==> src/rtl/change_hopper.sv <==
// change_hopper: three-denomination coin hopper controller.
// Requests are queued in an 8-deep FIFO and dispensed one coin at a time.
// Each coin drives its motor until the exit sensor fires, then a motor-off
// gap follows. A missing sensor pulse jams the block until CLR_JAM.
// All state changes on the falling edge of CLOCK. nRESET is asynchronous.
// Optional macro HOPPER_INVENTORY_EN adds per-denomination coin counters,
// the EMPTY_* flags and RELOAD.
module change_hopper #(
    parameter int TIMEOUT    = 16,
    parameter int GAP_CYCLES = 2,
    parameter int INIT_COUNT = 50
) (
    input  logic CLOCK,
    input  logic nRESET,
    input  logic C1,
    input  logic C5,
    input  logic C10,
    input  logic COIN_SENSE,
    input  logic RELOAD,
    input  logic CLR_JAM,
    output logic MOTOR_1,
    output logic MOTOR_5,
    output logic MOTOR_10,
    output logic BUSY,
    output logic JAM,
    output logic DROP,
    output logic EMPTY_1,
    output logic EMPTY_5,
    output logic EMPTY_10
);
    localparam int TW = $clog2(TIMEOUT + 1);
    localparam int GW = $clog2(GAP_CYCLES + 1);

    typedef enum logic [1:0] {S_IDLE, S_WAIT_EXIT, S_GAP, S_JAM} state_t;

    // Denomination codes: 0 = 1-unit, 1 = 5-unit, 2 = 10-unit.
    // The code doubles as the motor bit index and the counter index.
    state_t        state_q, state_d;
    logic [1:0]    mem_q [8];
    logic [1:0]    mem_d [8];
    logic [2:0]    rd_ptr_q, rd_ptr_d;
    logic [2:0]    wr_ptr_q, wr_ptr_d;
    logic [3:0]    fcnt_q, fcnt_d;
    logic [TW-1:0] tmr_q, tmr_d;
    logic [GW-1:0] gap_q, gap_d;
    logic [2:0]    motor_q, motor_d;
    logic          drop_q, drop_d;

    logic          pop, push_ok;
    logic [1:0]    head;
    logic [1:0]    req_code;
    logic          req_any, req_multi;

`ifdef HOPPER_INVENTORY_EN
    logic [1:0]    den_q, den_d;
    logic [7:0]    inv_q [3];
    logic [7:0]    inv_d [3];
`endif

    // Request priority: highest denomination wins, any collision is a loss.
    assign req_any   = C1 | C5 | C10;
    assign req_multi = (C1 & C5) | (C1 & C10) | (C5 & C10);
    assign req_code  = C10 ? 2'd2 : (C5 ? 2'd1 : 2'd0);

    // Next-state logic for dispense FSM, FIFO and inventory.
    always_comb begin
        state_d  = state_q;
        mem_d    = mem_q;
        rd_ptr_d = rd_ptr_q;
        wr_ptr_d = wr_ptr_q;
        tmr_d    = tmr_q;
        gap_d    = gap_q;
        motor_d  = motor_q;
        drop_d   = drop_q;
`ifdef HOPPER_INVENTORY_EN
        den_d    = den_q;
        inv_d    = inv_q;
`endif
        pop      = 1'b0;
        push_ok  = 1'b0;
        head     = mem_q[rd_ptr_q];

        case (state_q)
            S_IDLE: begin
                if (fcnt_q != 4'd0) begin
                    pop = 1'b1;
`ifdef HOPPER_INVENTORY_EN
                    // Out of stock: swallow the entry, flag it, stay idle.
                    if (inv_q[head] == 8'd0) begin
                        drop_d = 1'b1;
                    end else begin
                        den_d   = head;
                        state_d = S_WAIT_EXIT;
                        motor_d = 3'b001 << head;
                        tmr_d   = TW'(1);
                    end
`else
                    state_d = S_WAIT_EXIT;
                    motor_d = 3'b001 << head;
                    tmr_d   = TW'(1);
`endif
                end
`ifdef HOPPER_INVENTORY_EN
                if (RELOAD) begin
                    for (int i = 0; i < 3; i++) inv_d[i] = 8'(INIT_COUNT);
                end
`endif
            end
            S_WAIT_EXIT: begin
                if (COIN_SENSE) begin
                    motor_d = 3'b000;
                    state_d = S_GAP;
                    gap_d   = GW'(1);
`ifdef HOPPER_INVENTORY_EN
                    if (inv_q[den_q] != 8'd0) inv_d[den_q] = inv_q[den_q] - 8'd1;
`endif
                end else if (tmr_q == TW'(TIMEOUT)) begin
                    motor_d = 3'b000;
                    state_d = S_JAM;
                end else begin
                    tmr_d = tmr_q + TW'(1);
                end
            end
            S_GAP: begin
                if (gap_q == GW'(GAP_CYCLES)) begin
                    state_d = S_IDLE;
                    gap_d   = '0;
                end else begin
                    gap_d = gap_q + GW'(1);
                end
            end
            S_JAM: begin
                if (CLR_JAM) state_d = S_IDLE;
            end
            default: state_d = S_IDLE;
        endcase

        // A full FIFO still takes a push when the head leaves this cycle.
        if (req_multi) drop_d = 1'b1;
        push_ok = req_any && ((fcnt_q != 4'd8) || pop);
        if (req_any && !push_ok) drop_d = 1'b1;
        if (push_ok) begin
            mem_d[wr_ptr_q] = req_code;
            wr_ptr_d        = wr_ptr_q + 3'd1;
        end
        if (pop) rd_ptr_d = rd_ptr_q + 3'd1;
        fcnt_d = fcnt_q + {3'b000, push_ok} - {3'b000, pop};
    end

    // State registers; reset drops the motors immediately and forgets the coin in flight.
    always_ff @(negedge CLOCK or negedge nRESET) begin
        if (!nRESET) begin
            state_q  <= S_IDLE;
            for (int i = 0; i < 8; i++) mem_q[i] <= 2'd0;
            rd_ptr_q <= 3'd0;
            wr_ptr_q <= 3'd0;
            fcnt_q   <= 4'd0;
            tmr_q    <= '0;
            gap_q    <= '0;
            motor_q  <= 3'b000;
            drop_q   <= 1'b0;
`ifdef HOPPER_INVENTORY_EN
            den_q    <= 2'd0;
            for (int i = 0; i < 3; i++) inv_q[i] <= 8'(INIT_COUNT);
`endif
        end else begin
            state_q  <= state_d;
            mem_q    <= mem_d;
            rd_ptr_q <= rd_ptr_d;
            wr_ptr_q <= wr_ptr_d;
            fcnt_q   <= fcnt_d;
            tmr_q    <= tmr_d;
            gap_q    <= gap_d;
            motor_q  <= motor_d;
            drop_q   <= drop_d;
`ifdef HOPPER_INVENTORY_EN
            den_q    <= den_d;
            inv_q    <= inv_d;
`endif
        end
    end

    assign MOTOR_1  = motor_q[0];
    assign MOTOR_5  = motor_q[1];
    assign MOTOR_10 = motor_q[2];
    assign BUSY     = (state_q != S_IDLE) || (fcnt_q != 4'd0);
    assign JAM      = (state_q == S_JAM);
    assign DROP     = drop_q;

`ifdef HOPPER_INVENTORY_EN
    assign EMPTY_1  = (inv_q[0] == 8'd0);
    assign EMPTY_5  = (inv_q[1] == 8'd0);
    assign EMPTY_10 = (inv_q[2] == 8'd0);
`else
    logic unused_reload;
    assign unused_reload = RELOAD;
    assign EMPTY_1  = 1'b0;
    assign EMPTY_5  = 1'b0;
    assign EMPTY_10 = 1'b0;
`endif

endmodule

==> config.mk <==
export PLATFORM = sky130hd
export DESIGN_NAME = change_hopper
export DESIGN_NICKNAME = d
export VERILOG_FILES = /design/src/rtl/change_hopper.sv
export SDC_FILE = /design/constraint.sdc
export NUM_CORES = 1
export LEC_CHECK = 0
export CORE_ASPECT_RATIO = 1.2
export CORE_MARGIN = 2
export CORE_UTILIZATION = 57
export DETAILED_ROUTE_END_ITERATION = 8
export PLACE_DENSITY_LB_ADDON = 0.2
export SETUP_SLACK_MARGIN = 0.3
export SLEW_MARGIN = 15
export SYNTH_ARGS = -nofsm -noshare
export SYNTH_HDL_FRONTEND = slang
export SYNTH_SLANG_ARGS = --single-unit
export TNS_END_PERCENT = 30
==> constraint.sdc <==
create_clock -name CLOCK -period 2.85 [get_ports CLOCK]
set_clock_uncertainty 0.15 [all_clocks]
set_input_delay 0.7125 -clock CLOCK [delete_from_list [all_inputs] [get_ports CLOCK]]
set_output_delay 0.7125 -clock CLOCK [all_outputs]
set_load 0.02 [all_outputs]
==> results.md <==
- GRT Total Usage: 25.9%
- Synth Register Bits: 39
- Routed len/inst: 18.9 um
- Vias per cell: roughly 6.0
- Netlist cell types: 43
- Share of layout cells above drive strength 1: between 40% and 50%
- Initial antenna violation count: 0
- Asr flop ratio synth: 100%
- Startpoint types: flop
- DRC violation total after the first TritonRoute iteration: 83
- CTS buffer count: 5
- Hold path cells: 1
- Area of the mapped netlist: 2090 sq um
- Drt drc: 0
- Final cell utilization of the core: ~83%
- Root buf cell: clkbuf_8
- Fill count: 195
- Vias: 1,586
- Skew-Pair Late Insertion Delay: ~0.30 ns
- Area delta synth->final: 41.4%
- Floorplan die area: about 4200 sq um
- Worst-path cell chain: inv_2 -> ha_4 -> nor3b_4 -> nand2_1 -> buf_6
- Cell with the most instances after synthesis: dfrtn_1
- Fin. max-slew vios: 0
- Worst R2R Path Depth: 13
- CP bufs+invs: 2
- Fin nets: ~250
- Fin cells: 266
- H-tree Lvls: 2
- Die H: between 70 and 80 um
- Max Cap Viol: 0
- Worst hold margin: 0.310 ns
- DR pass1 iterations: 4
- First-pass GRT wire length: just over 8000 um
- Io pins: 17
- Clock sinks: 39
- Final GP Congestion: 0.876
- Clk pin slew, worst setup/hold paths: 0.05 ns
- Row count: 24
- Pwr/cell area: 1160 nW/um^2
- Worst path max stage delay: 0.35 ns
- Critical path data required time: 1.99 ns
- Core area: 3570 sq um
- Max clock buf depth: 2
- Slew HR: 50.8%
- CTS tree: yes
- Syn avg cell area: 11.5 sq um
- Worst-margin pin slew: 0.736 ns
- Synth top cells by count: dfrtn_1, mux2_2, inv_1, nand2_1, ha_1
- Worst-path maximum fanout: 2
- Port Buffer Count: 12
- Startpoint of the worst hold path: mem_q[0]
- Most used DFF post-synth: dfrtn_1
- Ant diodes: 0
- Number of global-route vias before repair: 1,716
- R2r startpoint: fcnt_q[2]
- Post-synth top area cell: dfrtn_1
- Setup tns final: -11.05 ns
- Maximum VDD drop: around 0.00070 V
- Die width: 59.2 um
- Synth area leaders: dfrtn_1, mux2_2, ha_1
- P_leak: roughly 1.3 nW
- Reg area: 976 sq um
- Placed cell count: 248
- Antenna-violating nets left: 0
- Yosys warns: 0
- GRT Residual Overflow: 0
- Fin area: 2950 sq um
- Crit end category: output pin
- Multi-input combinational cell area: between 1000 and 1500 sq um
- Crit path max-delay family: flip-flops
- Failing checks: setup timing
- Launch point of the worst path: fcnt_q[2]
- RSZ-0062 raised after global routing: yes
- Syn Inst Count: ~180
- Hold/Removal Path Class: reg2reg
- Worst setup margin: -0.723 ns
- Largest net degree at the start of global routing: 32
- EDFF count, synth: 0
- Hold Vio Cnt, Final: 0
- Hold Buf Count CTS: 0
- CP max stage cell: dfrtn_1
- Critical path arrival: ~2.7 ns
- Post-synth top area share: 46.8%
- DP Area: 2450 sq um
- Critical path type: reg2out
- Status: finished, violations left
- Seq/Total Area, Yosys: a little under half
- Worst path depth: 5
- # setup viols final: 30
- Hpwl dp: 3080 um
- Detailed Route WL: a little over 5000 um
- Initial core utilization: 58.4%
==> per-layer routing <==
| layer | up-vias | part of all wire [%] | wire, um | global-route usage, % |
|---|---|---|---|---|
| met2 | 42 | 55 | 2760 | 44.3 |
| met5 | - | 0 | 0 | 0 |
| met4 | 0 | 1.4 | 70 | 9.09 |
| met1 | 813 | 40 | 2020 | 31.3 |
| met3 | 10 | 3.7 | 184 | 5.74 |
| li1 | 721 | - | - | - |
==> repair_timing <==
| item | CTS | global route |
|---|---|---|
| setup buffers | 6 | 4 |
| pin swaps | 23 | 28 |
| setup endpoints to repair | 42 | 42 |
| resized for setup | 109 | 22 |
==> per-stage QoR <==
stage / total power [W] / worst slack [ns]
3_5_place_dp: 0.00251 / -1.39
4_1_cts: 0.00320 / -0.721
2_1_floorplan: 0.00204 / -0.943
6_report: 0.00342 / -0.723
3_3_place_gp: 0.00241 / -1.34
5_1_grt: 0.00365 / -0.776
==> sequential cells by signal (all words and copies together) (netlist names) <==
| register | cells |
|---|---|
| gap_q | 2 |
| motor_q | 3 |
| DROP | 1 |
| fcnt_q | 4 |
| mem_q | 16 |
| state_q | 2 |
| rd_ptr_q | 3 |
| wr_ptr_q | 3 |
| tmr_q | 5 |
==> cells in the final DEF, fill, tap and decap left out, types with 2 or more instances in the layout <==
cell type  Yosys  final
a32o_1         2      2
o21ai_1        0      2
a21oi_2        0      2
nor2_1         9      7
mux2_4         0     16
buf_8          0      4
nand2b_1       3      3
inv_2          0      6
buf_6          0     11
clkbuf_8       0      7
ha_4           0      4
dfrtn_1       39     39
nand2_1       13     12
buf_12         0      2
inv_1         13      6
mux2_2        18      2
nor3_4         0      4
conb_1         1      3
inv_4          1      2
mux2i_1        5      5
nor4_4         0      3
nand3_1        5      4
mux4_2         2      2
o31ai_2        0      2
nand4b_1       2      2
buf_4          3     27
nand4_1        2      2
ha_1          10      6
nor4b_4        2      3
a21o_1         2      2
nand3b_1       2      2
xnor2_1        8      7
==> power breakdown <==
part | leakage [nW] | switching [W] | internal [W] | total [W]
clock | 0.0515 | 0.000190 | 0.000221 | 0.000411
sequential | 0.477 | 0.000324 | 0.000824 | 0.00115
combinational | 0.799 | 0.000811 | 0.00105 | 0.00186
==> logic make-up (layout without fill, tap and decap cells) <==
| group | after synthesis | after routing | share of synthesized area, % |
|---|---|---|---|
| AO/OA/AOI/OAI | 18 | 18 | 6.66 |
| XOR/XNOR | 9 | 9 | 3.78 |
| adder cells (fa/ha/maj) | 11 | 11 | 6.95 |
| buffers and inverters | 24 | 68 | 5.04 |
| flip-flops | 39 | 39 | 46.8 |
| multiplexers | 25 | 25 | 14.3 |
| other | 1 | 3 | 0.180 |
| AND/OR/NAND/NOR | 54 | 54 | 16.4 |
==> path summary, 6_finish.rpt <==
check	slack [ns]	endpoint
setup / recovery	-0.72	BUSY
hold / removal	0.31	mem_q[0]
setup reg to reg	-0.04	fcnt_q[1]
hold reg to reg	0.31	mem_q[0]
max in group asynchronous	0.65	mem_q[7]
min in group asynchronous	1.43	fcnt_q[3]
==> cell type report <==
cell class                 instances  area share, %
sequential                        39           33.1
clock buffer                       8           3.39
multi-input combinational        120           45.0
timing repair buffer              46           14.9
inverter                          14           1.95
tap                               39           1.65
No activity file was read; power rests on OpenSTA's default activity.
